===== config.mk =====
export PLATFORM = sky130hd
export DESIGN_NAME = serial_addsub
export DESIGN_NICKNAME = d
export VERILOG_FILES = /design/src/rtl/serial_addsub.sv
export SDC_FILE = /design/constraint.sdc
export NUM_CORES = 1
export LEC_CHECK = 0
export BUFFER_PORTS_ARGS = -buffer_cell sky130_fd_sc_hd__buf_2
export CAP_MARGIN = 20
export CORE_AREA = 2 2 110 155
export CTS_BUF_LIST = sky130_fd_sc_hd__clkbuf_8
export CTS_CLUSTER_DIAMETER = 200
export DETAILED_ROUTE_END_ITERATION = 8
export DIE_AREA = 0 0 112 157
export GPL_TIMING_DRIVEN = 1
export HOLD_SLACK_MARGIN = 0.1
export SLEW_MARGIN = 40
export SYNTH_ARGS = -nofsm -noshare
export SYNTH_HDL_FRONTEND = slang
export SYNTH_SLANG_ARGS = --single-unit

===== constraint.sdc =====
create_clock -name clk -period 2.5 [get_ports clk]
set_input_delay 0.5 -clock clk [delete_from_list [all_inputs] [get_ports clk]]
set_output_delay 0.5 -clock clk [all_outputs]
set_load 0.005 [all_outputs]

===== src/rtl/serial_addsub.sv =====
// serial_addsub: multi-cycle digit-serial adder/subtractor.
// Processes DIGIT bits per clock, LSB first, behind a start/done handshake.
// The result, carry and overflow are registered and held between completions.
//
// Ports:
//   clk      - rising-edge clock
//   rst_n    - asynchronous active-low reset
//   start    - request, sampled only while ready=1
//   sub      - 0: a+b, 1: a-b (sampled with start)
//   a, b     - operands (sampled with start)
//   ready    - a start will be accepted this cycle
//   busy     - digits are being processed
//   done     - one-cycle completion pulse
//   result   - registered sum/difference
//   carry    - carry out of the MSB (for sub: 1 = no borrow)
//   overflow - signed overflow
module serial_addsub #(
    parameter int unsigned WIDTH = 32,
    parameter int unsigned DIGIT = 4
) (
    input  logic             clk,
    input  logic             rst_n,
    input  logic             start,
    input  logic             sub,
    input  logic [WIDTH-1:0] a,
    input  logic [WIDTH-1:0] b,
    output logic             ready,
    output logic             busy,
    output logic             done,
    output logic [WIDTH-1:0] result,
    output logic             carry,
    output logic             overflow
);

    localparam int unsigned N  = WIDTH / DIGIT;
    localparam int unsigned CW = (N > 1) ? $clog2(N) : 1;

    typedef enum logic [1:0] {
        ST_IDLE,
        ST_BUSY,
        ST_DONE
    } state_t;

    state_t            state_q, state_d;
    logic [CW-1:0]     cnt_q, cnt_d;
    logic [WIDTH-1:0]  opa_q, opa_d;
    logic [WIDTH-1:0]  opb_q, opb_d;
    logic              cin_q, cin_d;
    logic [WIDTH-1:0]  work_q, work_d;
    logic [WIDTH-1:0]  result_q, result_d;
    logic              carry_q, carry_d;
    logic              ovf_q, ovf_d;

    logic [DIGIT:0]    dsum;
    logic              msb_cin;
    logic              accept;
    logic              last_digit;

    // Digit adder on the low DIGIT bits of the operand shift registers.
    assign dsum = {1'b0, opa_q[DIGIT-1:0]} + {1'b0, opb_q[DIGIT-1:0]}
                + {{DIGIT{1'b0}}, cin_q};

    // Carry into the top bit of the digit, recovered from s = a ^ b ^ cin.
    assign msb_cin = opa_q[DIGIT-1] ^ opb_q[DIGIT-1] ^ dsum[DIGIT-1];

    assign accept     = start && (state_q != ST_BUSY);
    assign last_digit = (cnt_q == CW'(N - 1));

    always_comb begin
        state_d  = state_q;
        cnt_d    = cnt_q;
        opa_d    = opa_q;
        opb_d    = opb_q;
        cin_d    = cin_q;
        work_d   = work_q;
        result_d = result_q;
        carry_d  = carry_q;
        ovf_d    = ovf_q;

        unique case (state_q)
            ST_IDLE, ST_DONE: begin
                if (accept) begin
                    state_d = ST_BUSY;
                    opa_d   = a;
                    opb_d   = sub ? ~b : b;
                    cin_d   = sub;
                    cnt_d   = '0;
                end else begin
                    state_d = ST_IDLE;
                end
            end
            ST_BUSY: begin
                work_d = {dsum[DIGIT-1:0], work_q[WIDTH-1:DIGIT]};
                opa_d  = opa_q >> DIGIT;
                opb_d  = opb_q >> DIGIT;
                cin_d  = dsum[DIGIT];
                cnt_d  = cnt_q + CW'(1);
                if (last_digit) begin
                    state_d  = ST_DONE;
                    result_d = work_d;
                    carry_d  = dsum[DIGIT];
                    ovf_d    = msb_cin ^ dsum[DIGIT];
                end
            end
            default: state_d = ST_IDLE;
        endcase
    end

    always_ff @(posedge clk or negedge rst_n) begin
        if (!rst_n) begin
            state_q  <= ST_IDLE;
            cnt_q    <= '0;
            opa_q    <= '0;
            opb_q    <= '0;
            cin_q    <= 1'b0;
            work_q   <= '0;
            result_q <= '0;
            carry_q  <= 1'b0;
            ovf_q    <= 1'b0;
        end else begin
            state_q  <= state_d;
            cnt_q    <= cnt_d;
            opa_q    <= opa_d;
            opb_q    <= opb_d;
            cin_q    <= cin_d;
            work_q   <= work_d;
            result_q <= result_d;
            carry_q  <= carry_d;
            ovf_q    <= ovf_d;
        end
    end

    assign ready    = (state_q != ST_BUSY);
    assign busy     = (state_q == ST_BUSY);
    assign done     = (state_q == ST_DONE);
    assign result   = result_q;
    assign carry    = carry_q;
    assign overflow = ovf_q;

endmodule


==> results of run 1 <==
## metal layers
metal	track usage (%)	wire length (um)	up-vias
li1	-	-	1908
met1	18.50	5485	1961
met2	23.61	6119	94
met3	3.812	478	12
met4	5.575	210	2
met5	0	7	-
## registers in the layout, indices dropped and copies added, names as in the netlist
name,cells
cnt_q,3
carry,1
cin_q,1
opa_q,32
work_q,28
overflow,1
result,32
state_q,2
opb_q,32
## per-stage QoR
stage                     instance area (sq um)  hold slack (ns)
after global placement                     6317           0.4590
after detailed placement                   6317           0.4629
after global routing                       6725           0.2614
after CTS                                  6725           0.2645
final                                      6725           0.2945
after floorplan                            5583           0.2044
## power by group through the flow
| stage | clock [uW] | sequential (uW) | combinational (uW) |
|---|---|---|---|
| 5_1_grt | 1970 | 3830 | 3390 |
| 4_1_cts | 1860 | 3710 | 3060 |
| 2_1_floorplan | 0 | 3590 | 2150 |
| 3_3_place_gp | 0 | 3700 | 2950 |
| 6_report | 1790 | 3700 | 2980 |
| 3_5_place_dp | 0 | 3740 | 3040 |
## final cells by class
cell class                      count  area, sq um
Inverter                            2        12.51
Clock buffer                       18        247.7
Clock inverter                     14        150.1
Timing Repair Buffer              117        676.9
Multi-Input combinational cell    331         2086
Tap cell                          199        249.0
Sequential cell                   132         3303
Fill cell                        1591         9378
## kinds of logic (layout without fill, tap and decap cells)
logic type / count (synthesis) / after routing / synth area share (%)
simple gates: 179 / 179 / 12.30
compound gates: 80 / 80 / 11.47
fa+ha+maj: 7 / 7 / 1.838
mux: 30 / 30 / 6.118
flops: 132 / 132 / 59.17
xor+xnor: 35 / 35 / 5.491
buf+inv: 38 / 151 / 3.608
## timing repair
item / 4_1_cts / 5_1_grt
hold buffers: 1 / 0
hold endpoints to repair: 52 / 0
setup buffers: 0 / 0
## placed cells by master (no fill, tap or decap), drive strengths merged
cell	synthesis	routed
clkinvlp	0	3
clkinv	1	6
a221o	28	28
a22o	6	6
dlygate4sd3	0	1
a22oi	29	29
nor2	29	29
inv	1	5
ha	5	5
nand2b	2	2
nor2b	2	2
clkbuf	11	18
a21o	2	2
nand2	146	146
mux2	30	30
fa	2	2
o21ai	13	13
xor2	1	1
buf	25	116
a21oi	2	2
bufinv	0	2
xnor2	34	34
dfrtp	132	132
## final timing paths
check	from	endpoint	slack, ns
max in group asynchronous	rst_n	work_q[31]$_DFFE_PN0P_	1.24
hold reg to reg	opa_q[7]$_DFFE_PN0P_	opa_q[7]$_DFFE_PN0P_	0.48
hold / removal	a[12]	opa_q[12]$_DFFE_PN0P_	0.29
setup / recovery	state_q[1]$_DFFE_PN0P_	busy	0.31
setup reg to reg	opa_q[0]$_DFFE_PN0P_	overflow$_DFFE_PN0P_	0.42
min in group asynchronous	rst_n	result[3]$_DFFE_PN0P_	0.60
## worst max-delay path, cell delays in order (launching register included)
cell and delay, ns:
dfrtp_1 0.37, nand2b_1 0.19, clkinv_4 0.09, buf_4 0.40, buf_2 0.20
==> impl_metrics.toml, run 1 <==
[die]
die_h_um = 157
die_w_um = 112
core_sq_um = 16100
io_pins = 105
initial_utilization_pct = 34.67
std_cell_rows = 55
dieArea_sq_um = 17580

[clock_tree]
clk_latency_ns = 0.42
cts_tree = "yes"
htreeDepth = 4
cts.root.buffer_cell = "clkbuf_8"
clk_path_buf_depth = 2
cts-resized-gates = 0
cts_inserted_buffers = 17
clock_sinks = 132
path_clk_slew_ns = 0.08

[sta]
maxSlewHeadroom_pct = 65.81
max_freq_ghz = 0.4568
post-route-min-period_ns = 2.189
setup_slack_ns = 0.3107
clock_skew_ns = 0.01149
setup_viol = 0
hold_viol_final = 0
rsz0062_at_grt = "false"
finalSetupTns_ns = 0
worst_pin_slew_ns = 0.5129
drv_slew = 0
final.period_utilization_pct = 87.57

[synthesis]
netlist_instances = 501
ys_ff_latch = 132
yosys.area.top_type = "dfrtp_1"
netlist-cell-type-count = 25
synth-edff-count = 0
syn-num-nets = 576
netlist_area_sq_um = 5583
synth_common_cells = "nand2_1 (145), dfrtp_1 (132), xnor2_1 (34)"
ys_warn_count = 0
synth-main-ff-cell = "dfrtp_1"
synth.avg_cell_area_sq_um = 11.14
async_reset_ff_share_pct = 100.0
ys_top_cells_by_area = "dfrtp_1 (59%), nand2_1 (9.7%), mux2_2 (5.8%), xnor2_1 (5.3%), a221o_1 (5.0%)"
synth-seq-area-share_pct = 59.17
synth_top_area_share_pct = 59.17
synth_most_common_cell = "nand2_1"

[finish]
drive_gt1_share_pct = 29.64
instances_no_fill = 813
antennaDiodeCount = 0
nets = 676
area_growth_pct = 20.46
final_util_pct = 41.76

[routing]
via_count = 3977
via_per_inst = 4.892
wire_per_inst_um = 15.13
drt-total-wl_um = 12300
drt_iter0_drc = 306
drtAntennaViolNets = 0
drc = 0
drt_first_pass_iters = 4

[grt]
grt-ovfl-total = 0
grt_pass1_vias = 4065
grt_pass1_wl_um = 20430
grt_max_degree = 56
globalRouteTotalUtil_pct = 14.46
grt_antenna_before_repair = 1

[place]
dp_cells = 780
port_buffers = 104
gp_congestion = 0.8274
dp.final_hpwl_um = 8193
pre_cts_slack_ns = 0.4121

[worst_setup_path]
path_max_fanout = 43
cp.required_ns = 2.00
cp.arrival_ns = 1.69
end_kind = "primary output"
rr_worst_depth = 6
worstSetupPathType = "flip-flop to primary output"
start_kind = "flip-flop"

[power]
power_leakage_uw = 0.003340
cellPowerDensity_nw_per_um2 = 1259
p_total_uw = 8467
sw_frac_of_total_pct = 36.02
seq_power_share_pct = 43.7
p_sw_uw = 3050
p_int_uw = 5417
peakVddDrop_v = 0.0004315
clockPowerShare_pct = 21.2
pwr-share-comb_pct = 35.2

[min_path]
min_path_cells = 3
min-delay-path-class = "input pin to flip-flop"

[outcome]
outcome = "completed"

[flow_run]
maxCapViolations = 0
Note: power is estimated with default switching activity, not from simulation.
==> inputs of run 2 (changes only) <==
--- a/config.mk
+++ b/config.mk
@@ -14,6 +14,7 @@
 export DIE_AREA = 0 0 112 157
 export GPL_TIMING_DRIVEN = 1
 export HOLD_SLACK_MARGIN = 0.1
+export PLACE_DENSITY_LB_ADDON = 0.1
 export SLEW_MARGIN = 40
 export SYNTH_ARGS = -nofsm -noshare
 export SYNTH_HDL_FRONTEND = slang
==> run 2 against run 1 <==
Compared with the run above: final cell count is the same; largest power group unchanged; highest routed layer is now met4; total power grew 0.65%; clock-buffer cell count down 1.
==> impl_metrics.toml, run 2 (synthesis gave the netlist of run 1 again) <==
[power]
peakVddDrop_v = 0.0004907
cellPowerDensity_nw_per_um2 = 1267
power_leakage_uw = 0.003346
pwr-share-comb_pct = 34.6
p_int_uw = 5477
sw_frac_of_total_pct = 35.74
p_total_uw = 8522
seq_power_share_pct = 43.4
clockPowerShare_pct = 22.0
p_sw_uw = 3046

[worst_setup_path]
start_kind = "flip-flop"
r2r_end = "overflow$_DFFE_PN0P_"
worstSetupPathType = "flip-flop to primary output"
slowest_stage = "dfrtp_1"
end_kind = "primary output"
path_cells = "nand2b_1 > clkinv_4 > buf_4 > buf_2"
slowest_delay_ns = 0.37
cp.arrival_ns = 1.80
rr_worst_depth = 6
path_max_fanout = 36
cp-endpoint = "busy"
startpoint = "state_q[1]$_DFFE_PN0P_"
cp.required_ns = 2.00
r2r-start = "opa_q[0]$_DFFE_PN0P_"
ff2ff_setup_slack_ns = 0.42

[place]
dp.final_hpwl_um = 7916
gp_congestion = 0.7894
pre_cts_slack_ns = 0.4148
dp_cells = 780
port_buffers = 104

[die]
die_w_um = 112
initial_utilization_pct = 34.67
die_h_um = 157
std_cell_rows = 55
io_pins = 105
core_sq_um = 16100
dieArea_sq_um = 17580

[outcome]
outcome = "completed"

[flow_run]
maxCapViolations = 0

[grt]
grt_pass1_wl_um = 20560
grt-ovfl-total = 0
grt_max_degree = 60
grt_pass1_vias = 3970
globalRouteTotalUtil_pct = 14.72
grt_antenna_before_repair = 0

[finish]
layout_commonest_cell = "nand2_1"
final_cell_mix = "nand2_1 (145), dfrtp_1 (132), buf_2 (103)"
area_growth_pct = 20.53
antennaDiodeCount = 0
instances_no_fill = 813
nets = 676
drive_gt1_share_pct = 29.48
nFillCells = 1606

[sta]
rsz0062_at_grt = "false"
max_freq_ghz = 0.4352
setup_viol = 0
clock_skew_ns = 0.01308
maxSlewHeadroom_pct = 62.39
drv_slew = 0
finalSetupTns_ns = 0
worst_pin_slew_ns = 0.5641
setup_slack_ns = 0.2021
hold_viol_final = 0
final.period_utilization_pct = 91.92
post-route-min-period_ns = 2.298

[clock_tree]
clk_latency_ns = 0.43
cts_tree = "yes"
cts.root.buffer_cell = "clkbuf_8"
post_cts_buffers = 0
clk_path_buf_depth = 2
cts_inserted_buffers = 17
htreeDepth = 4
clock_sinks = 132
path_clk_slew_ns = 0.08
cts-resized-gates = 0

[min_path]
hold_start = "a[28]"
min-delay-path-class = "input pin to flip-flop"

[routing]
drt_iter0_drc = 158
via_count = 3938
via_per_inst = 4.844
drc = 0
drt_first_pass_iters = 4
drtAntennaViolNets = 0
drt-total-wl_um = 12330
wire_per_inst_um = 15.17
## run 2: cell types whose count changed in the layout (fill, tap and decap cells not counted), sizes merged
cell	before	now
clkbuf	18	17
inv	5	6
clkinvlp	3	2
bufinv	2	3
## run 2: power by group through the flow
stage | registers, uW | logic [uW] | clock network (uW)
after CTS | 3710 | 3030 | 1940
after floorplan | 3590 | 2150 | 0
after detailed placement | 3750 | 3020 | 0
after global routing | 3830 | 3390 | 2040
after global placement | 3720 | 2980 | 0
final | 3700 | 2950 | 1870
## run 2: worst min path at each step
stage	end	slack, ns	cells past startpoint
6_report	opa_q[28]$_DFFE_PN0P_	0.29	2
5_1_grt	opa_q[28]$_DFFE_PN0P_	0.26	2
4_1_cts	opa_q[9]$_DFFE_PN0P_	0.26	3
3_5_place_dp	work_q[6]$_DFFE_PN0P_	0.46	2
3_3_place_gp	opa_q[7]$_DFFE_PN0P_	0.46	2
2_1_floorplan	carry$_DFFE_PN0P_	0.20	0
## run 2: timing repair
| action | CTS | global route |
|---|---|---|
| hold endpoints to repair | 56 | 0 |
| hold buffers | 1 | 0 |
| setup endpoints to repair | 0 | 0 |
## run 2: routing by layer
layer / global-route usage, % / wire length [um] / up-vias
met5: 0 / 0 / -
met4: 4.355 / 137 / 0
met3: 4.428 / 631 / 9
met2: 23.38 / 5939 / 93
met1: 19.58 / 5622 / 1928
li1: - / - / 1908
## run 2: per-stage QoR
| stage | util (%) | hold slack (ns) | cell area, sq um |
|---|---|---|---|
| after floorplan | - | 0.2044 | 5583 |
| after global placement | 39.15 | 0.4580 | 6305 |
| after detailed placement | 39.15 | 0.4615 | 6305 |
| after CTS | 41.79 | 0.2555 | 6729 |
| after global routing | 41.79 | 0.2555 | 6729 |
| final | 41.79 | 0.2876 | 6729 |
## run 2: final cells by class
| cell class | instances | area [sq um] | share of cell area (%) |
|---|---|---|---|
| Inverter | 2 | 12.51 | 0.1859 |
| Tap cell | 199 | 249.0 | 3.700 |
| Timing Repair Buffer | 117 | 664.4 | 9.874 |
| Clock buffer | 17 | 234.0 | 3.477 |
| Multi-Input combinational cell | 331 | 2086 | 31.00 |
| Sequential cell | 132 | 3303 | 49.09 |
| Clock inverter | 15 | 180.2 | 2.678 |
## run 2: worst max-delay path, delay by kind of cell, from the launching register on
kind / cells / cell delay (ns)
and+or+nand+nor: 1 / 0.20
DFF: 1 / 0.37
buffers and inverters: 3 / 0.79
